`src/rtl/rv32i_types.sv`:
```
// Shared RV32I pipeline types: register index and the pipeline controller
// FSM state encoding used by pipeline_ctrl.
package rv32i_types;

    // Architectural register index (x0..x31)
    typedef logic [4:0] rv32i_reg;

    // Pipeline controller states; codes 2'b10 and 2'b11 are unused
    typedef enum logic [1:0] {
        CTRL_RUN      = 2'b00,
        CTRL_MEM_WAIT = 2'b01
    } ctrl_state_t;

    // Width of the optional performance counters
    localparam int PERF_CNT_W = 32;

    // x0 is hardwired to zero, so it never carries a real dependency
    function automatic logic reg_is_live(input rv32i_reg r);
        return (r != 5'd0);
    endfunction

endpackage

```
`src/rtl/pipeline_ctrl_hazard_detect.sv`:
```
// hazard_detect: purely combinational load-use detector. Flags the case
// where the instruction in EX is a load whose destination is read by the
// instruction currently in ID.
import rv32i_types::*;

module hazard_detect (
    input  logic     ex_is_load,
    input  rv32i_reg ex_rd,
    input  rv32i_reg id_rs1,
    input  rv32i_reg id_rs2,
    input  logic     id_uses_rs1,
    input  logic     id_uses_rs2,
    output logic     load_use
);

    logic match_rs1;
    logic match_rs2;

    // Compare the load destination against each source actually read in ID
    always_comb begin
        match_rs1 = id_uses_rs1 && (ex_rd == id_rs1);
        match_rs2 = id_uses_rs2 && (ex_rd == id_rs2);
        load_use  = ex_is_load && reg_is_live(ex_rd) && (match_rs1 || match_rs2);
    end

endmodule

```
`src/rtl/pipeline_ctrl.sv`:
```
// pipeline_ctrl: stall/flush controller for a 5-stage RV32I pipeline.
// Freezes the whole pipeline while an instruction or data memory access is
// outstanding, inserts one bubble per load-use hazard and flushes IF/ID and
// ID/EX on a taken branch. Outputs are combinational so a stall takes
// effect in the same cycle it is detected.
// Optional feature: define PIPE_CTRL_PERF_EN to add 32-bit performance
// counters perf_stall_cycles, perf_lu_count and perf_flush_count.
import rv32i_types::*;

module pipeline_ctrl (
    input  logic        clk,
    input  logic        rst_n,
    input  rv32i_reg    id_rs1,
    input  rv32i_reg    id_rs2,
    input  logic        id_uses_rs1,
    input  logic        id_uses_rs2,
    input  rv32i_reg    ex_rd,
    input  logic        ex_is_load,
    input  logic        ex_br_taken,
    input  logic        imem_req,
    input  logic        imem_resp,
    input  logic        dmem_req,
    input  logic        dmem_resp,
    output logic        load_pc,
    output logic        load_if_id,
    output logic        load_id_ex,
    output logic        load_ex_mem,
    output logic        load_mem_wb,
    output logic        flush_if_id,
    output logic        flush_id_ex,
    output logic [1:0]  ctrl_state_o
`ifdef PIPE_CTRL_PERF_EN
    ,
    output logic [PERF_CNT_W-1:0] perf_stall_cycles,
    output logic [PERF_CNT_W-1:0] perf_lu_count,
    output logic [PERF_CNT_W-1:0] perf_flush_count
`endif
);

    localparam logic [1:0] ST_RUN      = CTRL_RUN;
    localparam logic [1:0] ST_MEM_WAIT = CTRL_MEM_WAIT;

    logic [1:0] state;
    logic [1:0] state_next;
    logic       imem_done;
    logic       dmem_done;
    logic       imem_done_next;
    logic       dmem_done_next;
    logic       outstanding_i;
    logic       outstanding_d;
    logic       miss;
    logic       load_use;
    logic       lu_bubble;

    hazard_detect u_hazard (
        .ex_is_load  (ex_is_load),
        .ex_rd       (ex_rd),
        .id_rs1      (id_rs1),
        .id_rs2      (id_rs2),
        .id_uses_rs1 (id_uses_rs1),
        .id_uses_rs2 (id_uses_rs2),
        .load_use    (load_use)
    );

    // A side is outstanding if it is requesting and has neither just been
    // answered nor been answered earlier in this wait (sticky flag)
    always_comb begin
        outstanding_i = imem_req && !imem_resp && !imem_done;
        outstanding_d = dmem_req && !dmem_resp && !dmem_done;
        miss          = outstanding_i || outstanding_d;
    end

    // Next-state and sticky-flag logic; flags only accumulate while waiting
    // and are dropped on the cycle the wait is released
    always_comb begin
        state_next     = ST_RUN;
        imem_done_next = 1'b0;
        dmem_done_next = 1'b0;
        case (state)
            ST_RUN: begin
                state_next = miss ? ST_MEM_WAIT : ST_RUN;
            end
            ST_MEM_WAIT: begin
                if (miss) begin
                    state_next     = ST_MEM_WAIT;
                    imem_done_next = imem_done || (imem_req && imem_resp);
                    dmem_done_next = dmem_done || (dmem_req && dmem_resp);
                end else begin
                    state_next = ST_RUN;
                end
            end
            default: begin
                state_next = ST_RUN;
            end
        endcase
    end

    // State and flag registers; reset abandons any wait immediately
    always_ff @(posedge clk or negedge rst_n) begin
        if (!rst_n) begin
            state     <= ST_RUN;
            imem_done <= 1'b0;
            dmem_done <= 1'b0;
        end else begin
            state     <= state_next;
            imem_done <= imem_done_next;
            dmem_done <= dmem_done_next;
        end
    end

    // Enable/flush decode: memory miss freezes everything, then taken
    // branch beats load-use, otherwise the pipeline advances normally
    always_comb begin
        load_pc     = 1'b0;
        load_if_id  = 1'b0;
        load_id_ex  = 1'b0;
        load_ex_mem = 1'b0;
        load_mem_wb = 1'b0;
        flush_if_id = 1'b0;
        flush_id_ex = 1'b0;
        lu_bubble   = 1'b0;
        if (rst_n && !miss) begin
            load_pc     = 1'b1;
            load_if_id  = 1'b1;
            load_id_ex  = 1'b1;
            load_ex_mem = 1'b1;
            load_mem_wb = 1'b1;
            if (ex_br_taken) begin
                flush_if_id = 1'b1;
                flush_id_ex = 1'b1;
            end else if (load_use) begin
                load_pc     = 1'b0;
                load_if_id  = 1'b0;
                flush_id_ex = 1'b1;
                lu_bubble   = 1'b1;
            end
        end
    end

    assign ctrl_state_o = state;

`ifdef PIPE_CTRL_PERF_EN
    // Free-running event counters, wrapping naturally at 2^32
    always_ff @(posedge clk or negedge rst_n) begin
        if (!rst_n) begin
            perf_stall_cycles <= '0;
            perf_lu_count     <= '0;
            perf_flush_count  <= '0;
        end else begin
            if (!load_pc)
                perf_stall_cycles <= perf_stall_cycles + 1'b1;
            if (lu_bubble)
                perf_lu_count <= perf_lu_count + 1'b1;
            if (flush_if_id)
                perf_flush_count <= perf_flush_count + 1'b1;
        end
    end
`endif

endmodule

```
`config.mk`:
```
export PLATFORM = sky130hd
export DESIGN_NAME = pipeline_ctrl
export DESIGN_NICKNAME = d
export VERILOG_FILES = /design/src/rtl/rv32i_types.sv /design/src/rtl/pipeline_ctrl_hazard_detect.sv /design/src/rtl/pipeline_ctrl.sv
export SDC_FILE = /design/constraint.sdc
export NUM_CORES = 1
export LEC_CHECK = 0
export BUFFER_PORTS_ARGS = -buffer_cell sky130_fd_sc_hd__clkbuf_2
export CAP_MARGIN = 30
export CORE_AREA = 2 2 39 41
export DETAILED_ROUTE_END_ITERATION = 12
export DIE_AREA = 0 0 41 43
export SLEW_MARGIN = 30
export SYNTH_ARGS = -nofsm -noshare
export SYNTH_HDL_FRONTEND = slang
export SYNTH_SLANG_ARGS = --single-unit
```
`constraint.sdc`:
```
create_clock -name clk -period 2.7 [get_ports clk]
set_input_delay 0.54 -clock clk [delete_from_list [all_inputs] [get_ports clk]]
set_output_delay 0.54 -clock clk [all_outputs]
set_load 0.005 [all_outputs]
```
==> impl_metrics.py <==
metrics = {
    "synthesis": {
        "netlist.area_leader.share_pct": 23.08,
        "syn_nets": 63,
        "synth_enable_flop_cells": 0,
        "yosys_warnings": 0,
        "syn_area_per_cell_um2": 8.561,
        "yosysUniqueCellTypes": 19,
        "yosys-top-cells-count": "xor2_1 (8), buf_4 (4), nor2_1 (4)",
        "synthArstFlopShare_pct": 100.0,
        "yosysSeqAreaShare_pct": 23.08,
        "synth_flop_cell": "dfrtp_1",
        "netlist_area_um2": 325.3,
        "syn_inst": 38,
        "synth_top_cell_by_area": "dfrtp_1",
        "yosysMostFrequentCell": "xor2_1",
        "ys_top_cells_by_area": "dfrtp_1 (23%), xor2_1 (22%), buf_4 (9.2%)",
        "ys_ff_latch": 3,
    },
    "power": {
        "power_frac_clock_pct": 43.3,
        "pwr-share-seq_pct": 25.2,
        "p_sw_share_pct": 30.17,
        "p_sw_mw": 0.05819,
        "p_int_mw": 0.1347,
        "finalPower_mw": 0.1928,
        "pwr-share-comb_pct": 31.6,
        "leakage_nw": 0.2779,
        "ir_drop_uv": 139.5,
        "pwr_density_cell_nw_per_um2": 384.3,
    },
    "clock_tree": {
        "clk_path_buf_depth": 2,
        "clk_pin_slew_ns": 0.04,
        "cts_made_buffers": 3,
        "cts.sinks": 3,
        "cts_setup_buffers": 0,
        "post_cts_resized": 0,
        "htree_levels": 1,
        "cts_tree": "yes",
        "clk_latency_ns": 0.24,
        "clockRootBuffer": "clkbuf_4",
        "hold_buffers": 0,
    },
    "placed_design": {
        "dp.cells": 82,
        "io_buffers": 32,
        "dp_hpwl_um": 750.5,
        "globalplace.congestion": 0.7069,
        "dpl-instance-area_um2": 475.5,
    },
    "final_layout": {
        "final_util_pct": 36.26,
        "finalNonFillerCells": 86,
        "drive_gt1_share_pct": 52.86,
        "syn2layout_area_growth_pct": 54.23,
        "num_antenna_cells": 0,
        "final_area_um2": 501.7,
        "layout.nets": 96,
    },
    "route": {
        "route.detailed.drc": 0,
        "top_layer": "met4",
        "firstDrtPassIters": 3,
        "totalWireLength_um": 858,
        "wl_per_cell_um": 9.977,
        "via_per_inst": 4.442,
        "ant_nets": 0,
        "drt_iter0_markers": 7,
        "wl_met3_um": 144,
        "m1WireLength_um": 318,
        "dr_wl_met2_um": 385,
        "via_count": 382,
    },
    "worst_setup_path": {
        "critPathMaxFanout": 3,
        "crit_chain": "clkbuf_2, xor2_1, nor4_2, a32oi_1, o41ai_2, clkbuf_2",
        "crit_arrival_ns": 1.71,
        "path_depth": 6,
        "r2r_cells": 4,
        "cp_slowest_cell": "o41ai_2",
        "cp_common_cell": "clkbuf_2",
        "crit_type": "input pin to primary output",
        "crit_required_ns": 2.16,
        "cpLargestDelayFamily": "compound AO/OA/AOI/OAI gates",
        "crit_buf_inv": 2,
        "worstSetupEndpointType": "primary output",
        "cpPeakStageDelay_ns": 0.29,
        "cp-start-kind": "input pin",
    },
    "run": {
        "maxCapViolCount": 0,
    },
    "floorplan": {
        "die_w_um": 41,
        "coreArea_um2": 1384,
        "start_util_pct": 23.51,
        "fp-row-count": 14,
        "dieHeight_um": 43,
        "pin_count": 34,
        "dieArea_um2": 1763,
    },
    "timing": {
        "min_period_ns": 2.254,
        "finalSetupTns_ns": 0,
        "worst_pin_slew_ns": 0.5918,
        "max_freq_mhz": 443.6,
        "rsz0062_at_grt": "no",
        "setup_viol_count_final": 0,
        "fin_worst_skew_ns": 0.004247,
        "slew_headroom_pct": 60.54,
        "hold_viol": 0,
        "fin_crit_sh_pct": 83.49,
        "drv_slew": 0,
    },
    "global_routing": {
        "antenna_found_initial": 0,
        "grt_start_max_net_pins": 6,
        "grt_pass1_wl_um": 1255,
        "grt_pass1_vias": 343,
        "grtUsageTotal_pct": 11.76,
        "grt_overflow": 0,
    },
    "outcome": {
        "outcome": "finished, final reports clean",
    },
    "worst_hold_path": {
        "min_path_type": "input pin to async pin",
    },
}
-- layout make-up --
cell class / instances / area (µm²)
clock buffers: 4 / 26.28
inverters: 2 / 7.507
flip-flops and latches: 3 / 75.07
fillers: 157 / 882.1
repair buffers: 32 / 160.2
multi-input cells: 29 / 212.7
well taps: 16 / 20.02
-- routing by layer --
metal	global-route usage (%)	up-vias
li1	-	195
met1	10.97	155
met2	16.56	30
met3	9.424	2
met4	8.000	0
met5	0	-
-- layout by cell type, fill, tap and decap left out --
cell type | synthesis | routed
or4_1 | 1 | 1
nor2_1 | 4 | 4
xnor2_1 | 2 | 2
a32oi_1 | 1 | 1
o41ai_2 | 1 | 1
clkbuf_1 | 0 | 1
a21oi_1 | 2 | 2
a22o_1 | 1 | 1
inv_1 | 2 | 2
o21ai_1 | 1 | 1
clkbuf_4 | 0 | 3
o31a_1 | 1 | 1
dfrtp_1 | 3 | 3
xor2_1 | 8 | 8
nor4_1 | 1 | 1
nor4_2 | 1 | 1
conb_1 | 1 | 1
clkbuf_2 | 0 | 32
and2_0 | 1 | 1
nand2_1 | 2 | 2
a221oi_1 | 1 | 1
-- logic make-up (layout without fill, tap and decap cells) --
logic type             count (synthesis)  after routing  synth area share, %
flip-flops                             3              3                23.08
XOR/XNOR                              10             10                26.92
buffers and inverters                  6             38                11.54
AO/OA/AOI/OAI                          8              8                20.39
other                                  1              1                1.153
AND/OR/NAND/NOR                       10             10                16.93
-- worst paths after layout --
| path | from | end | slack, ns |
|---|---|---|---|
| setup / recovery | ex_rd[2] | flush_id_ex | 0.45 |
| hold / removal | rst_n | ctrl_state_o[0]$_DFF_PN0_ | 0.09 |
| setup reg to reg | imem_done$_DFF_PN0_ | imem_done$_DFF_PN0_ | 1.72 |
| hold reg to reg | dmem_done$_DFF_PN0_ | dmem_done$_DFF_PN0_ | 0.49 |
| max in group asynchronous | rst_n | imem_done$_DFF_PN0_ | 2.49 |
| min in group clk | dmem_done$_DFF_PN0_ | dmem_done$_DFF_PN0_ | 0.49 |
-- flip-flops by register name, summed over array words and instances (netlist names) --
register	cells
ctrl_state_o	1
dmem_done	1
imem_done	1
-- stage by stage --
step                setup slack, ns  hold WS, ns
floorplan                    0.6239       0.2444
global placement             0.4493       0.3472
detailed placement           0.4262       0.3471
CTS                          0.4280      0.07928
global route                 0.3739      0.08300
finish                       0.4456      0.09186
-- power by group through the flow --
stage / Sequential (mW) / Clock, mW / Combinational (mW)
finish: 0.0485 / 0.0834 / 0.0608
global route: 0.0487 / 0.0947 / 0.0673
CTS: 0.0485 / 0.0903 / 0.0618
detailed placement: 0.0491 / 0 / 0.0618
global placement: 0.0491 / 0 / 0.0611
floorplan: 0.0492 / 0 / 0.0322
Note: power is estimated with default switching activity, not from simulation.
